<file path="src/rtl/bus_arbiter_4.sv">
// Four-way round-robin bus arbiter with a bounded hold time and a one-cycle
// turnaround gap between owners. All outputs are registered.
module bus_arbiter_4 #(
  parameter int MAX_HOLD = 8
) (
  input  logic       clk,
  input  logic       rst,
  input  logic [3:0] req,
  output logic [3:0] gnt,
  output logic [1:0] sel,
  output logic       busy,
  output logic       preempt
);
  localparam int HW = $clog2(MAX_HOLD + 1);

  typedef enum logic [1:0] {IDLE, GRANT, GAP} state_t;

  state_t        state;
  logic [1:0]    ptr;
  logic [HW-1:0] hold_cnt;
  logic [1:0]    win;
  logic          any_req, others, at_max, release_now;

  // Scan from the farthest candidate back to ptr so the nearest requester wins.
  always_comb begin
    win = ptr;
    for (int k = 3; k >= 0; k--)
      if (req[ptr + 2'(k)]) win = ptr + 2'(k);
  end

  assign any_req     = |req;
  assign others      = |(req & ~(4'b0001 << sel));
  assign at_max      = (hold_cnt == HW'(MAX_HOLD));
  assign release_now = !req[sel] || (at_max && others);

  always_ff @(posedge clk) begin
    if (rst) begin
      state    <= IDLE;
      gnt      <= 4'b0000;
      sel      <= 2'd0;
      busy     <= 1'b0;
      preempt  <= 1'b0;
      ptr      <= 2'd0;
      hold_cnt <= '0;
    end else begin
      preempt <= 1'b0;
      case (state)
        IDLE, GAP: begin
          if (any_req) begin
            state    <= GRANT;
            gnt      <= 4'b0001 << win;
            sel      <= win;
            busy     <= 1'b1;
            hold_cnt <= HW'(1);
          end else begin
            state <= IDLE;
            gnt   <= 4'b0000;
            busy  <= 1'b0;
          end
        end
        GRANT: begin
          if (release_now) begin
            // A still-asserted request here means the owner was forced off.
            state    <= GAP;
            gnt      <= 4'b0000;
            busy     <= 1'b0;
            preempt  <= req[sel];
            ptr      <= sel + 2'd1;
            hold_cnt <= '0;
          end else if (!at_max) begin
            hold_cnt <= hold_cnt + HW'(1);
          end
        end
        default: begin
          state <= IDLE;
          gnt   <= 4'b0000;
          busy  <= 1'b0;
        end
      endcase
    end
  end
endmodule

</file>
<file path="config.mk">
export PLATFORM = sky130hd
export DESIGN_NAME = bus_arbiter_4
export DESIGN_NICKNAME = d
export VERILOG_FILES = /design/src/rtl/bus_arbiter_4.sv
export SDC_FILE = /design/constraint.sdc
export NUM_CORES = 1
export LEC_CHECK = 0
export ABC_AREA = 0
export BUFFER_PORTS_ARGS = -buffer_cell sky130_fd_sc_hd__buf_2
export CAP_MARGIN = 10
export CORE_AREA = 2 2 56 58
export DETAILED_ROUTE_END_ITERATION = 16
export DIE_AREA = 0 0 58 60
export PLACE_DENSITY = 0.48
export SLEW_MARGIN = 15
export SYNTH_ARGS = -nofsm -noshare
export SYNTH_HDL_FRONTEND = slang
export SYNTH_SLANG_ARGS = --single-unit
</file>
<file path="constraint.sdc">
create_clock -name clk -period 2.71 [get_ports clk]
set_clock_uncertainty 0.1 [all_clocks]
set_input_delay 0.271 -clock clk [delete_from_list [all_inputs] [get_ports clk]]
set_output_delay 0.271 -clock clk [all_outputs]
set_load 0.05 [all_outputs]
</file>
==> metrics.md, run 1 <==
| Metric | Value |
|---|---|
| Net Sw Frac | `0.337` |
| Drt wl/cell | `12.5 um` |
| Number of global-route vias before repair | `673` |
| Register area share after synthesis | `0.359` |
| CTS Root Cell | `clkbuf_4` |
| Grt total ovfl | `0` |
| Initial antenna violation count | `0` |
| Max Root-Sink Buffers | `2` |
| Total CTS buffers | `3` |
| Buf/Inv on CP | `0` |
| # H-tree levels | `1` |
| Clock sink total | `15` |
| Power Total | `499 uW` |
| Crit-path max FO | `8` |
| Reg2reg path depth | `6` |
| Worst setup SP type | `flip-flop` |
| Max rail drop VDD | `0.299 mV` |
| Drt first pass iters | `4` |
| WL final | `approximately 1.8 mm` |
| I/O pin count | `14` |
| Slew HR | `0.622` |
| Core area | `2900 sq um` |
| Count of different cell masters after synthesis | `34` |
| R2R setup slack | `0.55 ns` |
| Port-buffer cells | `13` |
| Non-filler cells, final | `142` |
| Die footprint | `3480 sq um` |
| P_leak | `0.394 nW` |
| Post-Syn Nets | `105` |
| Family with the most delay on the worst path | `compound AO/OA/AOI/OAI gates` |
| Seq pwr share | `0.494` |
| Syn avg cell area | `9.00 sq um` |
| Post-place instance area | `940 sq um` |
| Area contributors post-synth | `dfxtp_1 (36%), ha_1 (9.0%), a21oi_1 (4.2%)` |
| Data required, critical path | `between 2 and 3 ns` |
| Top Usage Layer GRT | `met2` |
| Gpl congestion | `0.794` |
| Most common cell after layout, fill and taps aside | `dfxtp_1` |
| Setup TNS | `0 ns` |
| Met1 GRT Util | `0.136` |
| Met2 usage | `0.201` |
| Critical path class | `reg -> reg` |
| Total Routing Usage GR | `0.116` |
| Mapped Area | `between 800 and 900 sq um` |
| Die Ht | `60 um` |
| FP Rows | `20` |
| # DRC | `0` |
| Achievable frequency | `462 MHz` |
| DR iter-0 viols | `20` |
| Met3 usage | `0.0216` |
| Final Hold Fails | `0` |
| Yosys warnings | `0` |
| Post-cts resize count | `0` |
| Layout cells sized above 1 | `0.211` |
| Vias | `718` |
| Post-DP HPWL | `roughly 1.3 mm` |
| Slew Limit Fails | `0` |
| Crit-path slowest cell | `or4_1` |
| Clk pwr share | `0.256` |
| Vias per inst | `5.06` |
| Worst-path clk slew | `~0.09 ns` |
| Die width | `58 um` |
| Post-synthesis cell count | `93` |
| Post-CTS setup buffer count | `0` |
| Hold Crit Start | `rst` |
| Most frequent cells in the layout | `dfxtp_1 (15), buf_2 (13), inv_1 (8), nor2_1 (8), a21oi_1 (7)` |
| CTS tree | `yes` |
| Ant diodes | `0` |
| #FFs+latches synth | `15` |
| Gate power share | `0.250` |
| Status | `completed` |
| Cts hold-fix bufs | `0` |
| Worst EP arrival | `2.29 ns` |
| Utilization after layout | `0.333` |
| First-pass GRT wire length | `3.04 mm` |
| Pint | `331 uW` |
| RSZ-0062 raised after global routing | `no` |
| Hold depth | `2` |
| Hold EP | `sel[0]$_SDFFE_PP0P_` |
| ANT nets after route | `0` |
| Fin area | `approximately 970 sq um` |
| Critical-path cell list | `ha_1 > nor2b_4 > o41ai_4 > a21boi_2 > or4_1 > a21oi_1` |
| Post-layout min period | `2.16 ns` |
| Area growth syn-to-layout | `15.5%` |
| Worst slew pin tran | `0.562 ns` |
| Synth top area share | `0.359` |
| Area leader, netlist | `dfxtp_1` |
| Largest net degree at the start of global routing | `15` |
| Setup crit end kind | `flip-flop` |
| Power Density | `516 nW/um^2` |
| Reg2reg end | `hold_cnt[1]$_SDFFE_PP0P_` |
| Period utilization | `0.799` |
| Type of the most critical hold path | `in -> reg` |
| Worst reg2reg startpoint | `sel[0]$_SDFFE_PP0P_` |
| Final setup viols | `0` |
| CP peak stage delay | `0.52 ns` |
| Switching power | `between 150 and 200 uW` |
| Post-layout nets | `122` |
| Starting Density | `0.288` |
| Placed insts | `138` |
| Max Cap Viol | `0` |
| Worst-Skew Late Latency | `around 0.28 ns` |
synthesized netlist by cell type:
library cell,count
nor2_1,8
o21ai_0,1
a21oi_1,7
mux2i_1,1
o21a_1,1
or4_1,1
nor3_1,3
o41ai_4,1
xor2_1,2
mux4_2,1
a32o_1,1
ha_1,6
or2_2,2
o2bb2ai_1,2
a21boi_0,1
and2_1,1
and3b_1,1
nand4_1,1
nand2b_1,5
and3_1,1
clkbuf_1,1
a211oi_1,1
nand3b_1,1
a22oi_1,1
nand2_1,4
dfxtp_1,15
inv_1,8
a21boi_2,1
nor2b_4,1
o32ai_1,1
nor2b_1,4
nor4_1,4
nand3_1,2
or3_1,2
cell families after synthesis:
logic type                 synth area share
AOI/OAI and AO/OA                     0.173
adders and majority gates            0.0897
buffers and inverters                0.0404
DFF                                   0.359
and+or+nand+nor                       0.278
muxes                                0.0389
xor gates and xnor gates             0.0209
per-stage QoR:
stage	hold slack, ns	setup slack [ns]
after floorplan	0.250	0.312
after global placement	0.343	0.598
after detailed placement	0.341	0.557
after CTS	0.227	0.542
after global routing	0.233	0.414
final	0.231	0.546
worst reg2reg max path: cells and delay by family (launching register included):
kind / cells / cell delay (ns)
DFF: 1 / 0.48
AOI/OAI and AO/OA: 3 / 0.70
and+or+nand+nor: 2 / 0.57
adders and majority gates: 1 / 0.24
worst max path at each step:
| stage | from | endpoint | slack, ns | cells after the start |
|---|---|---|---|---|
| after detailed placement | sel[0]$_SDFFE_PP0P_ | hold_cnt[1]$_SDFFE_PP0P_ | 0.56 | 6 |
| final | sel[0]$_SDFFE_PP0P_ | hold_cnt[1]$_SDFFE_PP0P_ | 0.55 | 6 |
| after global placement | sel[0]$_SDFFE_PP0P_ | hold_cnt[1]$_SDFFE_PP0P_ | 0.60 | 6 |
| after global routing | sel[0]$_SDFFE_PP0P_ | hold_cnt[1]$_SDFFE_PP0P_ | 0.41 | 6 |
| after floorplan | sel[0]$_SDFFE_PP0P_ | hold_cnt[1]$_SDFFE_PP0P_ | 0.31 | 6 |
| after CTS | sel[0]$_SDFFE_PP0P_ | hold_cnt[1]$_SDFFE_PP0P_ | 0.54 | 6 |
sequential cells by signal, summed over array words and instances (netlist names):
name and cells:
gnt 4, hold_cnt 4, preempt 1, ptr 2, sel 2, state 2
area by class of cell:
type | count | area [sq um]
clock buffers | 3 | 22.5
clock inverters | 1 | 5.00
fillers | 295 | 1940
inverters | 8 | 30.0
multi-input cells | 69 | 503
flip-flops and latches | 15 | 300
well taps | 33 | 41.3
repair buffers | 13 | 65.1
routing by layer:
layer  vias to the layer above  share of wire  wire (um)
met4                         0         0.0079         14
met5                         -              0          0
li1                        361              -          -
met3                         2          0.049         86
met2                        22           0.47        827
met1                       333           0.47        839
power by group through the flow:
stage,clock (mW),sequential [mW],combinational (mW)
finish,0.128,0.247,0.125
global route,0.145,0.249,0.138
detailed placement,0,0.252,0.125
floorplan,0,0.277,0.0656
global placement,0,0.251,0.126
CTS,0.134,0.247,0.126
Power figures use the tool's default switching activity.
==> inputs of run 2 (changes only) <==
--- a/config.mk
+++ b/config.mk
@@ -11,7 +11,7 @@
 export CORE_AREA = 2 2 56 58
 export DETAILED_ROUTE_END_ITERATION = 16
 export DIE_AREA = 0 0 58 60
-export PLACE_DENSITY = 0.48
+export PLACE_DENSITY = 0.5
 export SLEW_MARGIN = 15
 export SYNTH_ARGS = -nofsm -noshare
 export SYNTH_HDL_FRONTEND = slang
==> constraint.sdc (replaced) <==
create_clock -name clk -period 1.9 [get_ports clk]
set_clock_uncertainty 0.1 [all_clocks]
set_input_delay 0.19 -clock clk [delete_from_list [all_inputs] [get_ports clk]]
set_output_delay 0.19 -clock clk [all_outputs]
set_load 0.05 [all_outputs]
==> metrics.md, run 2 (same netlist as run 1, synthesis figures left out) <==
| Metric | Value |
|---|---|
| Vias per inst | `4.87 (was 5.06)` |
| Top flop regs | `gnt (4), hold_cnt (4) (unchanged)` |
| DR iter-0 viols | `20 (unchanged)` |
| Die Ht | `60 um (unchanged)` |
| ANT nets after route | `0 (unchanged)` |
| Setup ws final | `0.102 ns (was 0.546 ns)` |
| Filler Cells Inserted | `307 (was 295)` |
| Final Hold Fails | `0 (unchanged)` |
| Period utilization | `0.946 (was 0.799)` |
| RSZ-0062 raised after global routing | `yes (was no)` |
| Max rail drop VDD | `0.361 mV (was 0.299 mV)` |
| Status | `completed (unchanged)` |
| Die footprint | `3480 sq um (unchanged)` |
| Die width | `58 um (unchanged)` |
| Post-layout min period | `1.80 ns (was 2.16 ns)` |
| Cts hold-fix bufs | `0 (unchanged)` |
| Area growth syn-to-layout | `32.6% (was 15.5%)` |
| Slew HR | `0.791 (was 0.622)` |
| Worst-Skew Late Latency | `0.29 ns (was 0.28 ns)` |
| Achievable frequency | `556 MHz (was 462 MHz)` |
| CTS Root Cell | `clkbuf_4 (unchanged)` |
| Total Routing Usage GR | `0.127 (was 0.116)` |
| Ant diodes | `0 (unchanged)` |
| Buf/Inv on CP | `1 (was 0)` |
| Top sig layer | `met4 (unchanged)` |
| Total CTS buffers | `3 (unchanged)` |
| Power Density | `683 nW/um^2 (was 516 nW/um^2)` |
| Setup crit end kind | `flip-flop (unchanged)` |
| Wire length on met3 | `55 um (was 86 um)` |
| Net Sw Frac | `0.342 (was 0.337)` |
| Crit-path max FO | `6 (was 8)` |
| Switching power | `260 uW (was 168 uW)` |
| Starting Density | `0.288 (unchanged)` |
| Critical path class | `reg -> reg (unchanged)` |
| Most frequent cells in the layout | `dfxtp_1 (13), buf_2 (13), buf_4 (9) (was dfxtp_1 (15), buf_2 (13), inv_1 (8), nor2_1 (8), a21oi_1 (7))` |
| Gate power share | `0.287 (was 0.250)` |
| Post-layout nets | `131 (was 122)` |
| WL final | `1.98 mm (was 1.77 mm)` |
| CP peak stage delay | `0.40 ns (was 0.52 ns)` |
| Seq pwr share | `0.467 (was 0.494)` |
| Pint | `498 uW (was 331 uW)` |
| Worst setup SP type | `flip-flop (unchanged)` |
| Type of the most critical hold path | `in -> reg (unchanged)` |
| Max Cap Viol | `0 (unchanged)` |
| Family with the most delay on the worst path | `compound AO/OA/AOI/OAI gates (unchanged)` |
| Data required, critical path | `2.03 ns (was 2.83 ns)` |
| Worst-path clk slew | `0.10 ns (was 0.09 ns)` |
| Core area | `2900 sq um (unchanged)` |
| Slew Limit Fails | `0 (unchanged)` |
| Largest net degree at the start of global routing | `15 (unchanged)` |
| Drt wl/cell | `13.1 um (was 12.5 um)` |
| Wire length on met2 | `950 um (was 827 um)` |
| I/O pin count | `14 (unchanged)` |
| # H-tree levels | `1 (unchanged)` |
| Port-buffer cells | `13 (unchanged)` |
| Crit-path slowest cell | `or4_1 (unchanged)` |
| Layout cells sized above 1 | `0.407 (was 0.211)` |
| Place WS | `-0.0356 ns (was 0.557 ns)` |
| Clock sink total | `15 (unchanged)` |
| Worst slew pin tran | `0.310 ns (was 0.562 ns)` |
| First-pass GRT wire length | `3.37 mm (was 3.04 mm)` |
| Worst EP arrival | `1.93 ns (was 2.29 ns)` |
| # DRC | `0 (unchanged)` |
| Post-DP HPWL | `1.42 mm (was 1.34 mm)` |
| Number of global-route vias before repair | `690 (was 673)` |
| Initial antenna violation count | `0 (unchanged)` |
| Gpl congestion | `0.849 (was 0.794)` |
| Power Total | `758 uW (was 499 uW)` |
| Vias | `735 (was 718)` |
| FP Rows | `20 (unchanged)` |
| Final setup viols | `0 (unchanged)` |
| P_leak | `0.440 nW (was 0.394 nW)` |
| Clk pwr share | `0.246 (was 0.256)` |
| Grt total ovfl | `0 (unchanged)` |
| Critical-path cell list | `inv_4 > ha_4 > nor2b_2 > o41ai_4 > a21boi_2 > or4_1 > a21oi_1 (was ha_1 > nor2b_4 > o41ai_4 > a21boi_2 > or4_1 > a21oi_1)` |
| Drt first pass iters | `4 (unchanged)` |
| Max Root-Sink Buffers | `2 (unchanged)` |
| Wl on met1 | `940 um (was 839 um)` |
| CTS tree | `yes (unchanged)` |
run 2: routing by layer:
| metal | GRT usage | vias to the layer above |
|---|---|---|
| li1 | - | 378 |
| met1 | 0.168 | 343 |
| met2 | 0.203 | 10 |
| met3 | 0.0216 | 4 |
| met4 | 0.0598 | 0 |
| met5 | 0 | - |
run 2: stage by stage:
stage / utilization / std cells / TNS, ns / instance area, sq um / hold slack [ns]
after global routing: 0.382 / 151 / -0.0110 / 1110 / 0.155
after detailed placement: 0.341 / 142 / -0.0356 / 990 / 0.341
final: 0.382 / 151 / 0 / 1110 / 0.134
after floorplan: - / 93 / -0.102 / 857 / 0.169
after CTS: 0.360 / 149 / 0 / 1050 / 0.118
after global placement: 0.341 / 142 / 0 / 990 / 0.346
run 2: cell type report:
cell class	instances	area, sq um	share of cell area
flip-flops and latches	15	308	0.277
clock buffers	3	22.5	0.0203
repair buffers	22	133	0.120
inverters	8	32.5	0.0293
multi-input cells	69	568	0.512
well taps	33	41.3	0.0372
clock inverters	1	5.00	0.00451
run 2: worst paths after layout:
kind | from | to | slack (ns) | depth (start not counted)
worst max-delay path | sel[0]$_SDFFE_PP0P_ | hold_cnt[1]$_SDFFE_PP0P_ | 0.10 | 7
worst min-delay path | rst | ptr[1]$_SDFFE_PP0P_ | 0.13 | 2
worst max register to register | sel[0]$_SDFFE_PP0P_ | hold_cnt[1]$_SDFFE_PP0P_ | 0.10 | 7
worst min register to register | gnt[0]$_SDFFE_PP0P_ | gnt[0]$_SDFFE_PP0P_ | 0.37 | 1
run 2: power groups by stage:
stage	clock network, mW	logic (mW)	registers (mW)
2_1_floorplan	0	0.0940	0.397
3_3_place_gp	0	0.190	0.359
3_5_place_dp	0	0.190	0.361
4_1_cts	0.199	0.199	0.353
5_1_grt	0.208	0.238	0.357
6_report	0.187	0.217	0.354
run 2: what timing repair did:
| item | in CTS | in global routing |
|---|---|---|
| setup endpoints to repair | 1 | 10 |
| cloned | 0 | 0 |
| resized for setup | 3 | 13 |
| buffers inserted | 3 | 3 |
| pin swaps | 4 | 5 |
